**src/rtl/spi_frame_if.sv**
```systemverilog
// Frame bus between spi_slave and the frame sequencer: the received frame with
// its completion strobe, and the committed command frame with its update pulse.
interface spi_frame_if #(
   parameter int BUFFER_SIZE = 240
);
   logic [BUFFER_SIZE-1:0] rx_data;
   logic                   rx_strobe;
   logic [BUFFER_SIZE-1:0] cmd_frame;
   logic                   cmd_update;

   // Frame source side (spi_slave / stimulus)
   modport master (
      output rx_data,
      output rx_strobe,
      input  cmd_frame,
      input  cmd_update
   );

   // Frame sequencer side
   modport slave (
      input  rx_data,
      input  rx_strobe,
      output cmd_frame,
      output cmd_update
   );
endinterface

```
**src/rtl/spi_frame_sequencer.sv**
```systemverilog
// Frame sequencer: validates SPI frames by header, commits WRITE frames to the
// command register, runs the link watchdog and the RUN/FAULT/ESTOP machine that
// gates joint enables and selects the reply header.
module spi_frame_sequencer #(
   parameter int          BUFFER_SIZE  = 240,
   parameter logic [31:0] WRITE_HDR    = 32'h74697277,
   parameter logic [31:0] READ_HDR     = 32'h64616572,
   parameter logic [31:0] DATA_HDR     = 32'h64617461,
   parameter logic [31:0] ESTP_HDR     = 32'h65737470,
   parameter int          TIMEOUT_CLKS = 4800000
) (
   input  logic        clk,
   input  logic        rst_n,
   spi_frame_if.slave  bus,
   input  logic        estop_in,
   output logic        run_ok,
   output logic        pkg_timeout,
   output logic        estop,
   output logic [31:0] header_tx,
   output logic [15:0] frame_count,
   output logic [15:0] bad_count
);

   typedef enum logic [1:0] {
      ST_IDLE  = 2'd0,
      ST_RUN   = 2'd1,
      ST_FAULT = 2'd2,
      ST_ESTOP = 2'd3
   } state_e;

   localparam int              WD_W    = $clog2(TIMEOUT_CLKS + 1);
   localparam logic [WD_W-1:0] WD_LAST = WD_W'(TIMEOUT_CLKS - 1);
   localparam logic [WD_W-1:0] WD_MAX  = WD_W'(TIMEOUT_CLKS);

   state_e                 state_q, state_d;
   logic                   est_meta_q, est_s_q;
   logic                   strobe_q;
   logic [WD_W-1:0]        wd_q, wd_d;
   logic [BUFFER_SIZE-1:0] cmd_frame_q, cmd_frame_d;
   logic                   cmd_update_q, cmd_update_d;
   logic [15:0]            frame_count_q, frame_count_d;
   logic [15:0]            bad_count_q, bad_count_d;
   logic                   run_ok_q, run_ok_d;
   logic                   pkg_timeout_q, pkg_timeout_d;
   logic                   estop_q, estop_d;
   logic [31:0]            header_tx_q, header_tx_d;

   // Header is the top 32 bits of the frame, byte-reversed.
   logic [31:0] hdr_top, header_rx;
   logic        frame_evt, wr_frame, rd_frame, bad_frame, valid_frame;

   assign hdr_top     = bus.rx_data[BUFFER_SIZE-1 -: 32];
   assign header_rx   = {hdr_top[7:0], hdr_top[15:8], hdr_top[23:16], hdr_top[31:24]};
   assign frame_evt   = bus.rx_strobe & ~strobe_q;
   assign wr_frame    = frame_evt & (header_rx == WRITE_HDR);
   assign rd_frame    = frame_evt & (header_rx == READ_HDR);
   assign bad_frame   = frame_evt & ~wr_frame & ~rd_frame;
   assign valid_frame = wr_frame | rd_frame;

   // Next-state logic and registered state-decoded outputs.
   always_comb begin
      // NOTE: every always_comb output gets a default first, so no path can infer a latch.
      state_d = state_q;
      if (est_s_q) begin
         state_d = ST_ESTOP;
      end else begin
         case (state_q)
            ST_IDLE, ST_FAULT, ST_ESTOP: if (wr_frame) state_d = ST_RUN;
            ST_RUN: if (!valid_frame && (wd_q == WD_LAST)) state_d = ST_FAULT;
            default: state_d = ST_IDLE;
         endcase
      end
      run_ok_d      = (state_d == ST_RUN);
      pkg_timeout_d = (state_d == ST_IDLE) || (state_d == ST_FAULT);
      estop_d       = (state_d == ST_ESTOP);
      header_tx_d   = (state_d == ST_ESTOP) ? ESTP_HDR : DATA_HDR;
   end

   // Command commit, frame counters and link watchdog.
   always_comb begin
      cmd_frame_d   = cmd_frame_q;
      cmd_update_d  = wr_frame;
      frame_count_d = frame_count_q;
      bad_count_d   = bad_count_q;
      wd_d          = wd_q;
      if (wr_frame) begin
         cmd_frame_d   = bus.rx_data;
         frame_count_d = frame_count_q + 16'd1;
      end
      if (bad_frame && (bad_count_q != 16'hFFFF)) begin
         bad_count_d = bad_count_q + 16'd1;
      end
      // Watchdog restarts on any valid frame and on every entry into RUN.
      if (valid_frame || ((state_d == ST_RUN) && (state_q != ST_RUN))) begin
         wd_d = '0;
      end else if ((state_q == ST_RUN) && (wd_q != WD_MAX)) begin
         wd_d = wd_q + WD_W'(1);
      end
   end

   // State, datapath and synchronizer registers.
   always_ff @(posedge clk or negedge rst_n) begin
      // NOTE: sequential state uses non-blocking assignments so every flop samples pre-edge values.
      if (!rst_n) begin
         state_q       <= ST_IDLE;
         est_meta_q    <= 1'b0;
         est_s_q       <= 1'b0;
         // Reset to 1 so a strobe still high at reset release is not taken as a new edge.
         strobe_q      <= 1'b1;
         wd_q          <= '0;
         cmd_frame_q   <= '0;
         cmd_update_q  <= 1'b0;
         frame_count_q <= 16'd0;
         bad_count_q   <= 16'd0;
         run_ok_q      <= 1'b0;
         pkg_timeout_q <= 1'b1;
         estop_q       <= 1'b0;
         header_tx_q   <= DATA_HDR;
      end else begin
         state_q       <= state_d;
         est_meta_q    <= estop_in;
         est_s_q       <= est_meta_q;
         strobe_q      <= bus.rx_strobe;
         wd_q          <= wd_d;
         cmd_frame_q   <= cmd_frame_d;
         cmd_update_q  <= cmd_update_d;
         frame_count_q <= frame_count_d;
         bad_count_q   <= bad_count_d;
         run_ok_q      <= run_ok_d;
         pkg_timeout_q <= pkg_timeout_d;
         estop_q       <= estop_d;
         header_tx_q   <= header_tx_d;
      end
   end

   assign bus.cmd_frame  = cmd_frame_q;
   assign bus.cmd_update = cmd_update_q;
   assign run_ok         = run_ok_q;
   assign pkg_timeout    = pkg_timeout_q;
   assign estop          = estop_q;
   assign header_tx      = header_tx_q;
   assign frame_count    = frame_count_q;
   assign bad_count      = bad_count_q;

endmodule

```
**src/flat_wrapper.sv**
```systemverilog
// flat-port wrapper written by rule: the top's interface ports become plain ports
module spi_frame_sequencer_flat 
#(
   parameter int          BUFFER_SIZE  = 240,
   parameter logic [31:0] WRITE_HDR    = 32'h74697277,
   parameter logic [31:0] READ_HDR     = 32'h64616572,
   parameter logic [31:0] DATA_HDR     = 32'h64617461,
   parameter logic [31:0] ESTP_HDR     = 32'h65737470,
   parameter int          TIMEOUT_CLKS = 4800000
)
  (clk, rst_n, estop_in, run_ok, pkg_timeout, estop, header_tx, frame_count, bad_count, bus_rx_data, bus_rx_strobe, bus_cmd_frame, bus_cmd_update);
  spi_frame_if #(.BUFFER_SIZE(BUFFER_SIZE)) bus_i ();
  input  logic clk;
  input  logic rst_n;
  input  logic estop_in;
  output logic run_ok;
  output logic pkg_timeout;
  output logic estop;
  output logic [31:0] header_tx;
  output logic [15:0] frame_count;
  output logic [15:0] bad_count;
  input wire logic [$bits(bus_i.rx_data)-1:0] bus_rx_data;
  input wire logic [$bits(bus_i.rx_strobe)-1:0] bus_rx_strobe;
  output wire logic [$bits(bus_i.cmd_frame)-1:0] bus_cmd_frame;
  output wire logic [$bits(bus_i.cmd_update)-1:0] bus_cmd_update;
  assign bus_i.rx_data = bus_rx_data;
  assign bus_i.rx_strobe = bus_rx_strobe;
  assign bus_cmd_frame = bus_i.cmd_frame;
  assign bus_cmd_update = bus_i.cmd_update;
  spi_frame_sequencer #(.BUFFER_SIZE(BUFFER_SIZE), .WRITE_HDR(WRITE_HDR), .READ_HDR(READ_HDR), .DATA_HDR(DATA_HDR), .ESTP_HDR(ESTP_HDR), .TIMEOUT_CLKS(TIMEOUT_CLKS)) u_core (.clk(clk), .rst_n(rst_n), .bus(bus_i), .estop_in(estop_in), .run_ok(run_ok), .pkg_timeout(pkg_timeout), .estop(estop), .header_tx(header_tx), .frame_count(frame_count), .bad_count(bad_count));
endmodule
```
**config.mk**
```make
export PLATFORM = sky130hd
export DESIGN_NAME = spi_frame_sequencer_flat
export DESIGN_NICKNAME = d
export VERILOG_FILES = /design/src/rtl/spi_frame_if.sv /design/src/rtl/spi_frame_sequencer.sv /design/src/flat_wrapper.sv
export SDC_FILE = /design/constraint.sdc
export NUM_CORES = 1
export LEC_CHECK = 0
export CAP_MARGIN = 30
export CELL_PAD_IN_SITES_DETAIL_PLACEMENT = 1
export CELL_PAD_IN_SITES_GLOBAL_PLACEMENT = 1
export CORE_AREA = 3 3 216 218
export DETAILED_ROUTE_END_ITERATION = 10
export DIE_AREA = 0 0 219 221
export PLACE_DENSITY_LB_ADDON = 0.25
export RECOVER_POWER = 50
export SYNTH_ARGS = -nofsm -noshare
export SYNTH_HDL_FRONTEND = slang
export SYNTH_SLANG_ARGS = --single-unit
```
**constraint.sdc**
```tcl
create_clock -name clk -period 1.8 [get_ports clk]
set_input_delay 0.54 -clock clk [delete_from_list [all_inputs] [get_ports clk]]
set_output_delay 0.54 -clock clk [all_outputs]
set_load 0.03 [all_outputs]
```
# After elaboration in Yosys (flattened, before gate mapping)
# Index checks and enable logic that the tools add are counted.
classes:
  addsub: 3
  mux: 7
  n_reduce_logical: 11
  eq_ne: 12
  n_bitwise: 9
ops:
  columns: ["operator", "n"]
  rows:
  - ["$eq 32x31->1 const B", 2]
  - ["$mux 23", 2]
  - ["$add 16x1->16 const B", 2]
  - ["$mux 25", 1]
  - ["$add 23x1->23 const B", 1]
  - ["$eq 23x23->1 const B", 1]
  - ["$ne 23x23->1 const B", 1]
  - ["$ne 16x16->1 const B", 1]
  - ["$eq 2x2->1 const B", 4]
  - ["$mux 2", 3]
  - ["$and 1x1->1", 5]
  - ["$eq 2x1->1 const B", 2]
  - ["$logic_and 1x1->1", 4]
  - ["$logic_not 2->1", 2]
  - ["$pmux 2 s2", 1]
  - ["$not 1->1", 3]
  - ["$reduce_or 3->1", 1]
  - ["$logic_or 1x1->1", 2]
  - ["$ne 2x1->1 const B", 1]
  - ["$reduce_bool 2->1", 1]
  - ["$logic_not 1->1", 1]
  - ["$or 1x1->1", 1]
totals:
  reg_bits: 336
  wordCells: 55
  out_inout_bits: 308

# Depth between registers and ports, before layout
# Gate-level depths: netlist of the first run.
depth:
  ltp_word: 13
  depth_mapped: 8
  depth_no_buf: 7

# Least setup slack after synthesis of the first run
# No wires, ideal clock.
synth_path:
  kind: "input to register"
  start: "input bus_rx_data[218]"
  end: "register u_core.cmd_frame_q[100] (netlist: u_core.bus.cmd_frame[100])"
  arrival_ns: 2.294
  n_path_buf: 2
  t_required_ns: 1.675
  setup_ns: 0.125
  stages: 7
  path_slack_ns: -0.619
  cell_sequence: "or4b_4 > nor4_4 > nand3_2 > inv_2 > buf_6 > buf_6 > mux2_2"
synth_between:
  elab_chain_len: 2
synth_rtl:
  columns: ["item", "line_no", "text"]
  rows:
  - ["start: declaration", "flat_wrapper.sv:22", "input wire logic [$bits(bus_i.rx_data)-1:0] bus_rx_data;"]
  - ["$eq 32x31->1", "spi_frame_sequencer.sv:55", "assign wr_frame = frame_evt & (header_rx == WRITE_HDR);"]
  - ["$and 1x1->1", "spi_frame_sequencer.sv:55", null]
  - ["end signal: assignment", "spi_frame_sequencer.sv:125", "cmd_frame_q <= cmd_frame_d;"]
  - ["end: declaration", "spi_frame_sequencer.sv:39", "logic [BUFFER_SIZE-1:0] cmd_frame_q, cmd_frame_d;"]
# No other way between the ends.
# A chain may end at the register's enable or synchronous reset.

# Final worst setup path of the first run
layout_path:
  start: "input bus_rx_data[217]"
  end: "register u_core.cmd_frame_q[34] (netlist: u_core.bus.cmd_frame[34])"
# The elaborated chain is that of the path after synthesis.

==> summary.md, run 1 <==
| Metric | Value |
|---|---|
| Share of layout cells above drive strength 1 | `between 50% and 60%` |
| Synth Area in Simple Gates | `between 8 and 9%` |
| Count of state elements after synthesis | `between 300 and 400` |
| Floorplan Core Area | `about 45000 sq um` |
| Die Width | `219 um` |
| Portion of synthesized cell area occupied by the leading cell type | `between 60 and 70%` |
| Synth-to-layout area growth | `78.42%` |
| Overall track demand over capacity in global routing | `approximately a fifth` |
| CP startpoint kind | `input pin` |
| Data required time of the critical path | `2210 ps` |
| Later-pin clock latency in the skew report | `around 540 ps` |
| Nets | `approximately 1800` |
| Relative slew slack | `45.87%` |
| DRC violations left | `0` |
| Signal arrival time at the worst endpoint | `between 2000 and 3000 ps` |
| Crit path from | `bus_rx_data[217]` |
| Vias per Instance | `4.402` |
| Number of cells on the worst hold path | `0` |
| Summed instance area of the synthesized netlist | `around 12000 sq um` |
| Tcrit/Tclk final | `121.4%` |
| Antenna violations before repair | `9` |
| Number of DRC violations after detailed-routing iteration 0 | `387` |
| Maximum vdd ir drop | `approximately 0.57 mV` |
| Worst reg2reg setup slack | `-280 ps` |
| Logic depth of the worst register-to-register path | `10` |
| Count of filler cells inserted in the layout | `4558` |
| Warning count from the yosys run | `0` |
| DIE AREA | `approximately 48000 sq um` |
| Violations in the final reports | `setup timing` |
| Power density over the cells | `741.6 nW/um^2` |
| GPL Wtd Cong | `0.7756` |
| Cell count after placement | `about 2000` |
| Clock Tree Root | `sky130_fd_sc_hd__clkbuf_16` |
| Vias | `roughly 9400` |
| First-pass DRT Iterations | `4` |
| FF+latch area | `roughly 7600 sq um` |
| Sink of the worst hold path | `u_core.est_s_q` |
| Average wire per standard cell | `23.37 um` |
| Routed WL | `between 50000 and 60000 um` |
| Worst reg2reg path endpoint | `u_core.bus.cmd_frame[34]` |
| Most used standard cell by instance count after synthesis | `sky130_fd_sc_hd__dfrtp_1` |
| Post-layout utilization of the core | `between 40 and 50%` |
| Power after layout | `~0.016 W` |
| Number of buffers added on ports | `roughly 520` |
| Top cells by count, synth | `sky130_fd_sc_hd__dfrtp_1, sky130_fd_sc_hd__mux2_2, sky130_fd_sc_hd__xor2_1, sky130_fd_sc_hd__nor2_1, sky130_fd_sc_hd__buf_4` |
| TritonCTS sink count | `between 300 and 400` |
| Fraction of the mapped netlist area in compound gates | `less than 1%` |
| Adder-cell share of the synthesized area | `0.4089%` |
| Maxcap violations | `0` |
| Synth async-reset ratio | `100.0%` |
| Setup TNS | `-64380 ps` |
| Post-placement worst setup slack | `-1289 ps` |
| Largest net degree at the start of global routing | `between 60 and 70` |
| Worst reg2reg path startpoint | `u_core.strobe_q` |
| Dominant combinational cell family by area after synthesis | `multiplexers` |
| Final worst setup slack | `-385.1 ps` |
| Number of levels in the clock H-tree | `2` |
| Floorplan die height | `about 220 um` |
| Clk_skew | `roughly 9.6 ps` |
| Grt total ovfl | `0` |
| Worst setup path category | `input pin to flop` |
| Parity-gate share of the synthesized area counting xor and xnor cells | `under 10%` |
| Path class of the lowest-slack min-delay path | `flop to flop` |
| Fmax | `457.7 MHz` |
| Detailed Place HPWL | `~33000 um` |
| Initial core utilization | `a little over a quarter` |
| Clock tree from TritonCTS | `built` |
| Top cells by area, synth | `sky130_fd_sc_hd__dfrtp_1, sky130_fd_sc_hd__mux2_2, sky130_fd_sc_hd__xor2_1, sky130_fd_sc_hd__buf_6, sky130_fd_sc_hd__buf_4` |
| Endpoints failing setup | `about 280` |
| Leading area contributor after synthesis | `sky130_fd_sc_hd__dfrtp_1` |
| Status | `finished, violations left` |
| Netlist cell types | `48` |
| Critical path endpoint category | `flop` |
| Floorplan row count | `78` |
| Clk buf depth | `3` |
| Highest fanout seen on the critical path | `7` |
| Unrepaired setup endpoints after global routing | `true` |
| Number of buffers created by CTS | `37` |
| Top-level I/O count | `around 550` |
| Area taken by multi-input logic gates | `between 5000 and 6000 sq um` |
| Most instantiated flip-flop cell in the synthesis netlist | `sky130_fd_sc_hd__dfrtp_1` |
| Average instance area after synthesis | `between 10 and 15 sq um` |
| First-pass GRT wire length | `73220 um` |
| Post-route non-filler standard cell count | `2144` |
| Hold Crit Start | `u_core.est_meta_q` |
| Share of cell area taken by muxes after synthesis | `between 10% and 20%` |
| Leak pwr | `between 10 and 15 nW` |
| Seq/Total Area, Yosys | `between 60 and 70%` |
| Transition at the pin with the smallest max-transition slack | `approximately 810 ps` |
| Clock transition at path regs | `60 ps` |
| Minimum period implied by the final worst setup slack | `approximately 2200 ps` |
| Final hold violation count | `0` |
| Via count of the first global-routing pass | `roughly 11000` |
| Post-route antenna net violation count | `0` |
| Cells after synthesis | `843` |
| Final Max Slew Viols | `0` |
| EDFF count, synth | `0` |
==> registers in the layout, summed over array words and instances, names as in the netlist <==
signal,count
u_core.bus.cmd_update,1
u_core.run_ok,1
u_core.est_s_q,1
u_core.pkg_timeout,1
u_core.frame_count,16
u_core.bus.cmd_frame,240
u_core.strobe_q,1
u_core.state_q,2
u_core.header_tx,2
u_core.wd_q,23
u_core.est_meta_q,1
u_core.bad_count,16
==> per-stage QoR <==
step | hold slack (ps) | cell area, sq um
final | 369.7 | 21840
after global routing | 372.4 | 21840
after CTS | 365.1 | 22420
after detailed placement | 352.1 | 18750
after global placement | 333.3 | 18750
after floorplan | 244.4 | 12510
==> layout by cell type (no fill, tap or decap), types with 29 or more instances in the layout <==
cell	n
sky130_fd_sc_hd__clkbuf_16	38
sky130_fd_sc_hd__xor2_1	35
sky130_fd_sc_hd__buf_12	50
sky130_fd_sc_hd__mux2_4	204
sky130_fd_sc_hd__clkdlybuf4s15_2	102
sky130_fd_sc_hd__clkdlybuf4s50_1	216
sky130_fd_sc_hd__buf_2	158
sky130_fd_sc_hd__nor2_1	29
sky130_fd_sc_hd__buf_4	70
sky130_fd_sc_hd__dfrtp_1	298
==> repair_timing <==
item,in CTS,in global routing
buffers inserted,48,15
cloned,35,1
hold buffers,1,0
gates resized for setup,1292,299
hold endpoints to repair,24,0
pin swaps,37,22
setup endpoints to repair,566,377
==> cell type report <==
type | count | share of cell area, %
diodes | 9 | 0.1031
clock buffers | 49 | 4.812
multi-input cells | 492 | 25.37
clock inverters | 12 | 0.7791
flip-flops and latches | 305 | 34.99
well taps | 600 | 3.437
repair buffers | 664 | 29.72
repair inverters | 5 | 0.5328
inverters | 8 | 0.2578
==> logic make-up (layout without fill, tap and decap cells) <==
| kind of cell | Yosys count | in the layout |
|---|---|---|
| buffers and inverters | 71 | 738 |
| other | 2 | 36 |
| XOR/XNOR | 51 | 51 |
| multiplexers | 210 | 210 |
| adder cells (fa/ha/maj) | 4 | 4 |
| flip-flops | 305 | 305 |
| AND/OR/NAND/NOR | 189 | 189 |
| AO/OA/AOI/OAI | 11 | 11 |
==> routing by layer <==
metal  up-vias  GRT usage, %  share of wire (%)
met4         0         7.443                3.2
li1       4230             -                  -
met3        81         6.235                6.9
met1      4804         23.00                 38
met2       323         35.26                 52
met5         -             0                  0
==> critical path: stages <==
cell	delay, ps
sky130_fd_sc_hd__clkbuf_2	80
sky130_fd_sc_hd__or4bb_4	540
sky130_fd_sc_hd__nor4_4	350
sky130_fd_sc_hd__nand3_4	110
sky130_fd_sc_hd__buf_12	180
sky130_fd_sc_hd__buf_12	150
sky130_fd_sc_hd__inv_12	70
sky130_fd_sc_hd__buf_12	110
sky130_fd_sc_hd__buf_16	130
sky130_fd_sc_hd__mux2_4	300
==> worst max-delay path by stage <==
stage	end	slack, ps	cells past startpoint
finish	u_core.bus.cmd_frame[34]	-390	10
global route	u_core.bus.cmd_frame[168]	-440	10
CTS	u_core.bus.cmd_frame[34]	-380	10
detailed placement	u_core.bus.cmd_frame[118]	-1290	7
global placement	u_core.bus.cmd_frame[37]	-1240	7
floorplan	u_core.bus.cmd_frame[100]	-600	7
==> where the power goes <==
group          total (W)  switching, W  internal [W]
clock network    0.00761       0.00295       0.00466
logic            0.00156      0.000753      0.000810
registers        0.00702     0.0000786       0.00695
total             0.0162       0.00378        0.0124
Note: power is estimated with default switching activity, not from simulation.
==> inputs of run 2 (changes only) <==
--- a/config.mk
+++ b/config.mk
@@ -11,6 +11,7 @@
 export CORE_AREA = 3 3 216 218
 export DETAILED_ROUTE_END_ITERATION = 10
 export DIE_AREA = 0 0 219 221
+export HOLD_SLACK_MARGIN = 0.05
 export PLACE_DENSITY_LB_ADDON = 0.25
 export RECOVER_POWER = 50
 export SYNTH_ARGS = -nofsm -noshare
==> results of run 2 <==
The final DEF is identical to that of run 1; final timing and power are the same.
